## config.mk

```make
export PLATFORM = sky130hd
export DESIGN_NAME = div
export DESIGN_NICKNAME = d
export VERILOG_FILES = /design/src/rtl/div_pkg.sv /design/src/rtl/div.sv
export SDC_FILE = /design/constraint.sdc
export NUM_CORES = 1
export LEC_CHECK = 0
export ABC_AREA = 1
export CAP_MARGIN = 40
export CORE_MARGIN = 3
export CORE_UTILIZATION = 63
export DETAILED_ROUTE_END_ITERATION = 6
export HOLD_SLACK_MARGIN = 0.08
export PLACE_DENSITY = 0.87
export SLEW_MARGIN = 20
export SYNTH_ARGS = -nofsm -noshare
export SYNTH_HDL_FRONTEND = slang
export SYNTH_SLANG_ARGS = --single-unit
```

## constraint.sdc

```tcl
create_clock -name clk -period 14.1 [get_ports clk]
set_input_delay 3.525 -clock clk [delete_from_list [all_inputs] [get_ports clk]]
set_output_delay 3.525 -clock clk [all_outputs]
set_load 0.02 [all_outputs]
```

## src/rtl/div_pkg.sv

```systemverilog
// div_pkg: shared state encoding, handshake levels and operand helpers for the divider.
`default_nettype none

package div_pkg;

  localparam int REG_W     = 32;
  localparam int DREG_W    = 64;
  localparam int DIV_ITERS = 32;

  localparam logic DIV_START       = 1'b1;
  localparam logic DIV_STOP        = 1'b0;
  localparam logic DIV_READY       = 1'b1;
  localparam logic DIV_NOT_READY   = 1'b0;

  typedef enum logic [1:0] {
    DIV_FREE   = 2'b00,
    DIV_BYZERO = 2'b01,
    DIV_ON     = 2'b10,
    DIV_END    = 2'b11
  } div_state_e;

  function automatic logic [REG_W-1:0] neg32(input logic [REG_W-1:0] v);
    return ~v + 32'd1;
  endfunction

  // Magnitude of an operand: only negative values in signed mode are flipped.
  function automatic logic [REG_W-1:0] abs_op(input logic sgn, input logic [REG_W-1:0] v);
    return (sgn && v[REG_W-1]) ? neg32(v) : v;
  endfunction

endpackage

`default_nettype wire

```

## src/rtl/div.sv

```systemverilog
// div: 32-bit signed/unsigned restoring divider, one quotient bit per cycle.
// result_o = {remainder, quotient}; ready_o held while start_i stays high.
`default_nettype none

module div
  import div_pkg::*;
(
  input  logic              clk,
  input  logic              rst,
  input  logic              signed_div_i,
  input  logic [REG_W-1:0]  opdata1_i,
  input  logic [REG_W-1:0]  opdata2_i,
  input  logic              start_i,
  input  logic              annul_i,
  output logic [DREG_W-1:0] result_o,
  output logic              ready_o
);

  div_state_e       state_q;
  logic [5:0]       cnt_q;
  logic [64:0]      work_q;
  logic [64:0]      work_d;
  logic [32:0]      diff;
  logic [REG_W-1:0] op2_q;
  logic             neg1_q;
  logic             neg2_q;
  logic [REG_W-1:0] quo;
  logic [REG_W-1:0] rem;

  assign diff = {1'b0, work_q[63:32]} - {1'b0, op2_q};

  always_comb begin
    work_d = work_q << 1;
    if (!diff[32]) begin
      work_d = {diff[31:0], work_q[31:0], 1'b1};
    end
  end

  // Sign flags are latched already gated by the signed mode, so unsigned needs no fix-up.
  assign quo = (neg1_q ^ neg2_q) ? neg32(work_q[31:0]) : work_q[31:0];
  assign rem = neg1_q ? neg32(work_q[64:33]) : work_q[64:33];

  always_ff @(posedge clk or posedge rst) begin
    if (rst) begin
      state_q  <= DIV_FREE;
      cnt_q    <= 6'd0;
      work_q   <= 65'd0;
      op2_q    <= '0;
      neg1_q   <= 1'b0;
      neg2_q   <= 1'b0;
      result_o <= '0;
      ready_o  <= DIV_NOT_READY;
    end else begin
      case (state_q)
        DIV_FREE: begin
          ready_o  <= DIV_NOT_READY;
          result_o <= '0;
          if (start_i == DIV_START && !annul_i) begin
            if (opdata2_i == '0) begin
              state_q <= DIV_BYZERO;
            end else begin
              state_q <= DIV_ON;
              cnt_q   <= 6'd0;
              work_q  <= {32'd0, abs_op(signed_div_i, opdata1_i), 1'b0};
              op2_q   <= abs_op(signed_div_i, opdata2_i);
              neg1_q  <= signed_div_i & opdata1_i[REG_W-1];
              neg2_q  <= signed_div_i & opdata2_i[REG_W-1];
            end
          end
        end
        DIV_BYZERO: begin
          result_o <= '0;
          if (annul_i) begin
            state_q <= DIV_FREE;
            ready_o <= DIV_NOT_READY;
          end else begin
            state_q <= DIV_END;
            ready_o <= DIV_READY;
          end
        end
        DIV_ON: begin
          if (annul_i) begin
            state_q  <= DIV_FREE;
            ready_o  <= DIV_NOT_READY;
            result_o <= '0;
          end else if (cnt_q != 6'(DIV_ITERS)) begin
            work_q <= work_d;
            cnt_q  <= cnt_q + 6'd1;
          end else begin
            state_q  <= DIV_END;
            result_o <= {rem, quo};
            ready_o  <= DIV_READY;
          end
        end
        DIV_END: begin
          if (start_i == DIV_STOP) begin
            state_q  <= DIV_FREE;
            ready_o  <= DIV_NOT_READY;
            result_o <= '0;
          end
        end
        default: state_q <= DIV_FREE;
      endcase
    end
  end

endmodule

`default_nettype wire

```

==> out/qor.csv <==
stage;metric;value;unit
synth;synth-seq-cells;172;
sta;min_period_over_period;41.01;%
clocking;numCtsBuffers;17;
route;highest_layer;met4;
sta;rsz0062_at_grt;false;
sta;setup_violations;0;
final_layout;nNetsFinal;2328;
route;wl_met2;18.43;mm
synth;ys_types;48;
route;drtIter0Drc;1421;
power;worst_ir_drop_vdd;100.1;uV
setup_path;path_max_fanout;56;
clocking;cts_tree;yes;
final_layout;nFillCells;1578;
place;pre_cts_ws;7913;ps
hold_path;hp-class;reg -> reg;
final_layout;design_area;15610;um2
setup_path;required;14440;ps
global_route;grt_pass1_vias;13210;
setup_path;crit_family;simple AND/OR/NAND/NOR gates;
setup_path;reg2reg_to;work_q[54];
synth;syn_inst;2113;
hold_path;min_path_cells;2;
final_layout;area_growth;15.54;%
synth;yosys.area.top_type;dfrtp_1;
synth;yosys_most_used_dff;dfrtp_1;
die;core_area;20620;um2
run_status;status;complete, but fails checks;
global_route;antenna_found_initial;0;
route;drc;1;
setup_path;worstSetupStartpointType;input port;
clocking;cts_setup_buffers;0;
die;placementRows;52;
clocking;clk_pin_slew_worst_paths;70;ps
route;met1Wirelength;18.14;mm
global_route;grt_use_total;35.63;%
clocking;holdBufCountCts;0;
die;num_io_pins;134;
setup_path;cp.depth;11;
hold_path;hold_path_end;result_o[60];
setup_path;rr_worst_depth;15;
sta;worstMarginPinSlew;774.5;ps
sta;fmaxAchievable;173.0;MHz
clocking;clockBufferDepth;2;
final_layout;utilization;75.66;%
clocking;cts-root-buf;clkbuf_16;
setup_path;end_kind;flop;
global_route;overflow;0;
synth;synth_area_per_cell;6.392;um2
die;die_area;23230;um2
final_layout;num_antenna_cells;0;
synth;synthTopCellsByArea;dfrtp_1 32%, nand2_1 21%, inv_1 8.3%;
sta;fin_ws;8318;ps
setup_path;max_stage_delay;530;ps
sta;slew_violations;0;
sta;period_needed;5782;ps
setup_path;path_buf_inv;3;
route;wirelength;42.47;mm
synth;synthDominantCellAreaShare;31.87;%
global_route;grt_pass1_wl;68.12;mm
route;dr_wl_met3;5.082;mm
synth;ys_seq_area_share;31.87;%
sta;finalHoldViolCount;0;
place;dpl_cell_area;14950;um2
sta;slew_headroom;48.18;%
clocking;clock_latency;450;ps
synth;async_flop_share;100.0;%
setup_path;path_cells;clkdlybuf4s50_1 -> inv_1 -> ha_1 -> nand3_4 -> nor2_4 -> nand2_4 -> nor2_4 -> nand4_4 -> nand2_4 -> inv_2 -> o21ai_0;
synth;synth.most_common_cell;nand2_1;
route;drt-wirelength-per-cell;16.99;um
clocking;cts_resized;0;
route;drtPass1Iterations;7;
die;die_height;152.4;um
synth;synthesis.nets;2225;
synth;synthTopCellsByCount;747 x nand2_1, 298 x inv_1, 178 x nor2_1;
place;io_buffers;133;
setup_path;critPathSlowestCell;nand2_4;
setup_path;cp.arrival;6120;ps
route;antenna_left;0;
place;globalplace.congestion;0.9564;
setup_path;rr_startpoint;work_q[32];
clocking;clock_sinks;172;
synth;synth_edf_count;0;
sta;fin_hold_ws;486.2;ps
place;dpl.hpwl;31.99;mm
synth;synth_area;13510;um2
synth;yosysWarnings;0;
route;num_vias;14570;
route;viasPerCell;5.829;
power;p_leak;8.105;nW
global_route;grt_max_degree;75;
power;powerDensity;205.5;nW/um2
setup_path;criticalPathCategory;in -> reg;
setup_path;r2r_slack;10920;ps
hold_path;hp-start;result_o[60];
final_layout;drive_gt1_share;5.114;%
die;start_util;65.49;%
run;cap_violations;0;
final_layout;multi_input_area;7687;um2
die;die_w;152.4;um
run_status;violations;DRC;
final_layout;seq_area;4304;um2
sta;finalClockSkew;14.27;ps
sta;fin_setup_tns;0;ps
clocking;cts_max_level;4;
==> sequential cells by signal, summed over array words and instances (netlist names) <==
name / cells
cnt_q: 6
neg2_q: 1
ready_o: 1
state_q: 2
neg1_q: 1
result_o: 64
op2_q: 32
work_q: 65
==> kinds of logic after synthesis <==
family,share of synthesized area (%)
buffers and inverters,11.22
AOI/OAI and AO/OA,10.60
DFF,31.87
xor gates and xnor gates,4.020
adders and majority gates,4.039
and+or+nand+nor,38.26
==> worst register-to-register path, stage by stage (launching register included) <==
cell and delay (ps):
dfrtp_1 380, inv_1 80, ha_1 220, fa_1 370
inv_1 150, nand2_1 90, nand2_1 110, nand3_1 70
nand2_1 110, nand2_1 100, nand2_2 150, nand2_2 70
nand2_2 570, nand3_1 330, nand2_1 150, nand2_1 100
==> metrics by stage <==
step	cells	power, W
2_1_floorplan	2113	0.002110
3_3_place_gp	2461	0.002514
3_5_place_dp	2465	0.002614
4_1_cts	2497	0.003138
5_1_grt	2499	0.003420
6_report	2499	0.003206
==> placed cells by master (no fill, tap or decap), drive strengths merged <==
cell type	Yosys	final
a21o	2	2
a21oi	65	65
o31ai	10	10
nand3b	10	10
xnor2	12	12
inv	313	317
fa	1	1
o21bai	4	4
nor2	197	197
nand2	765	765
nor3	30	30
and3	3	3
dfrtp	172	172
buf	37	9
clkinvlp	0	2
nand3	178	178
ha	42	42
or2	1	1
a32o	1	1
clkdlybuf4s50	0	133
o211ai	15	15
o22ai	1	1
nor4	5	5
clkbuf	21	20
bufinv	0	2
xor2	50	50
a31oi	1	1
a22o	8	8
clkinv	0	4
nand4	25	25
and2	1	1
o21ai	143	143
==> worst max-delay path by stage <==
| stage | from | endpoint | slack (ps) |
|---|---|---|---|
| 2_1_floorplan | rst | cnt_q[0] | 5910 |
| 3_3_place_gp | opdata2_i[0] | cnt_q[2] | 8040 |
| 3_5_place_dp | opdata2_i[0] | work_q[7] | 7910 |
| 4_1_cts | opdata2_i[0] | work_q[7] | 8350 |
| 5_1_grt | opdata2_i[0] | work_q[7] | 8120 |
| 6_report | opdata2_i[0] | work_q[7] | 8320 |
==> power by group <==
| group | internal (W) | total (W) | switching, W |
|---|---|---|---|
| logic | 0.000595 | 0.00189 | 0.00129 |
| registers | 0.000657 | 0.000823 | 0.000166 |
| clock network | 0.000276 | 0.000494 | 0.000218 |
| total | 0.00153 | 0.00321 | 0.00168 |
==> layer usage <==
| layer | GRT usage [%] | vias up |
|---|---|---|
| met5 | 0 | - |
| met4 | 9.291 | 0 |
| met3 | 6.049 | 92 |
| met2 | 54.19 | 964 |
| met1 | 53.16 | 6652 |
| li1 | - | 6859 |
==> final cells by class <==
class,instances,area share [%]
sequential,172,27.58
inverter,313,7.577
clock inverter,12,0.9942
timing repair buffer,142,9.493
tap,270,2.165
multi-input combinational,1570,49.26
clock buffer,20,2.927
Power figures use the tool's default switching activity.
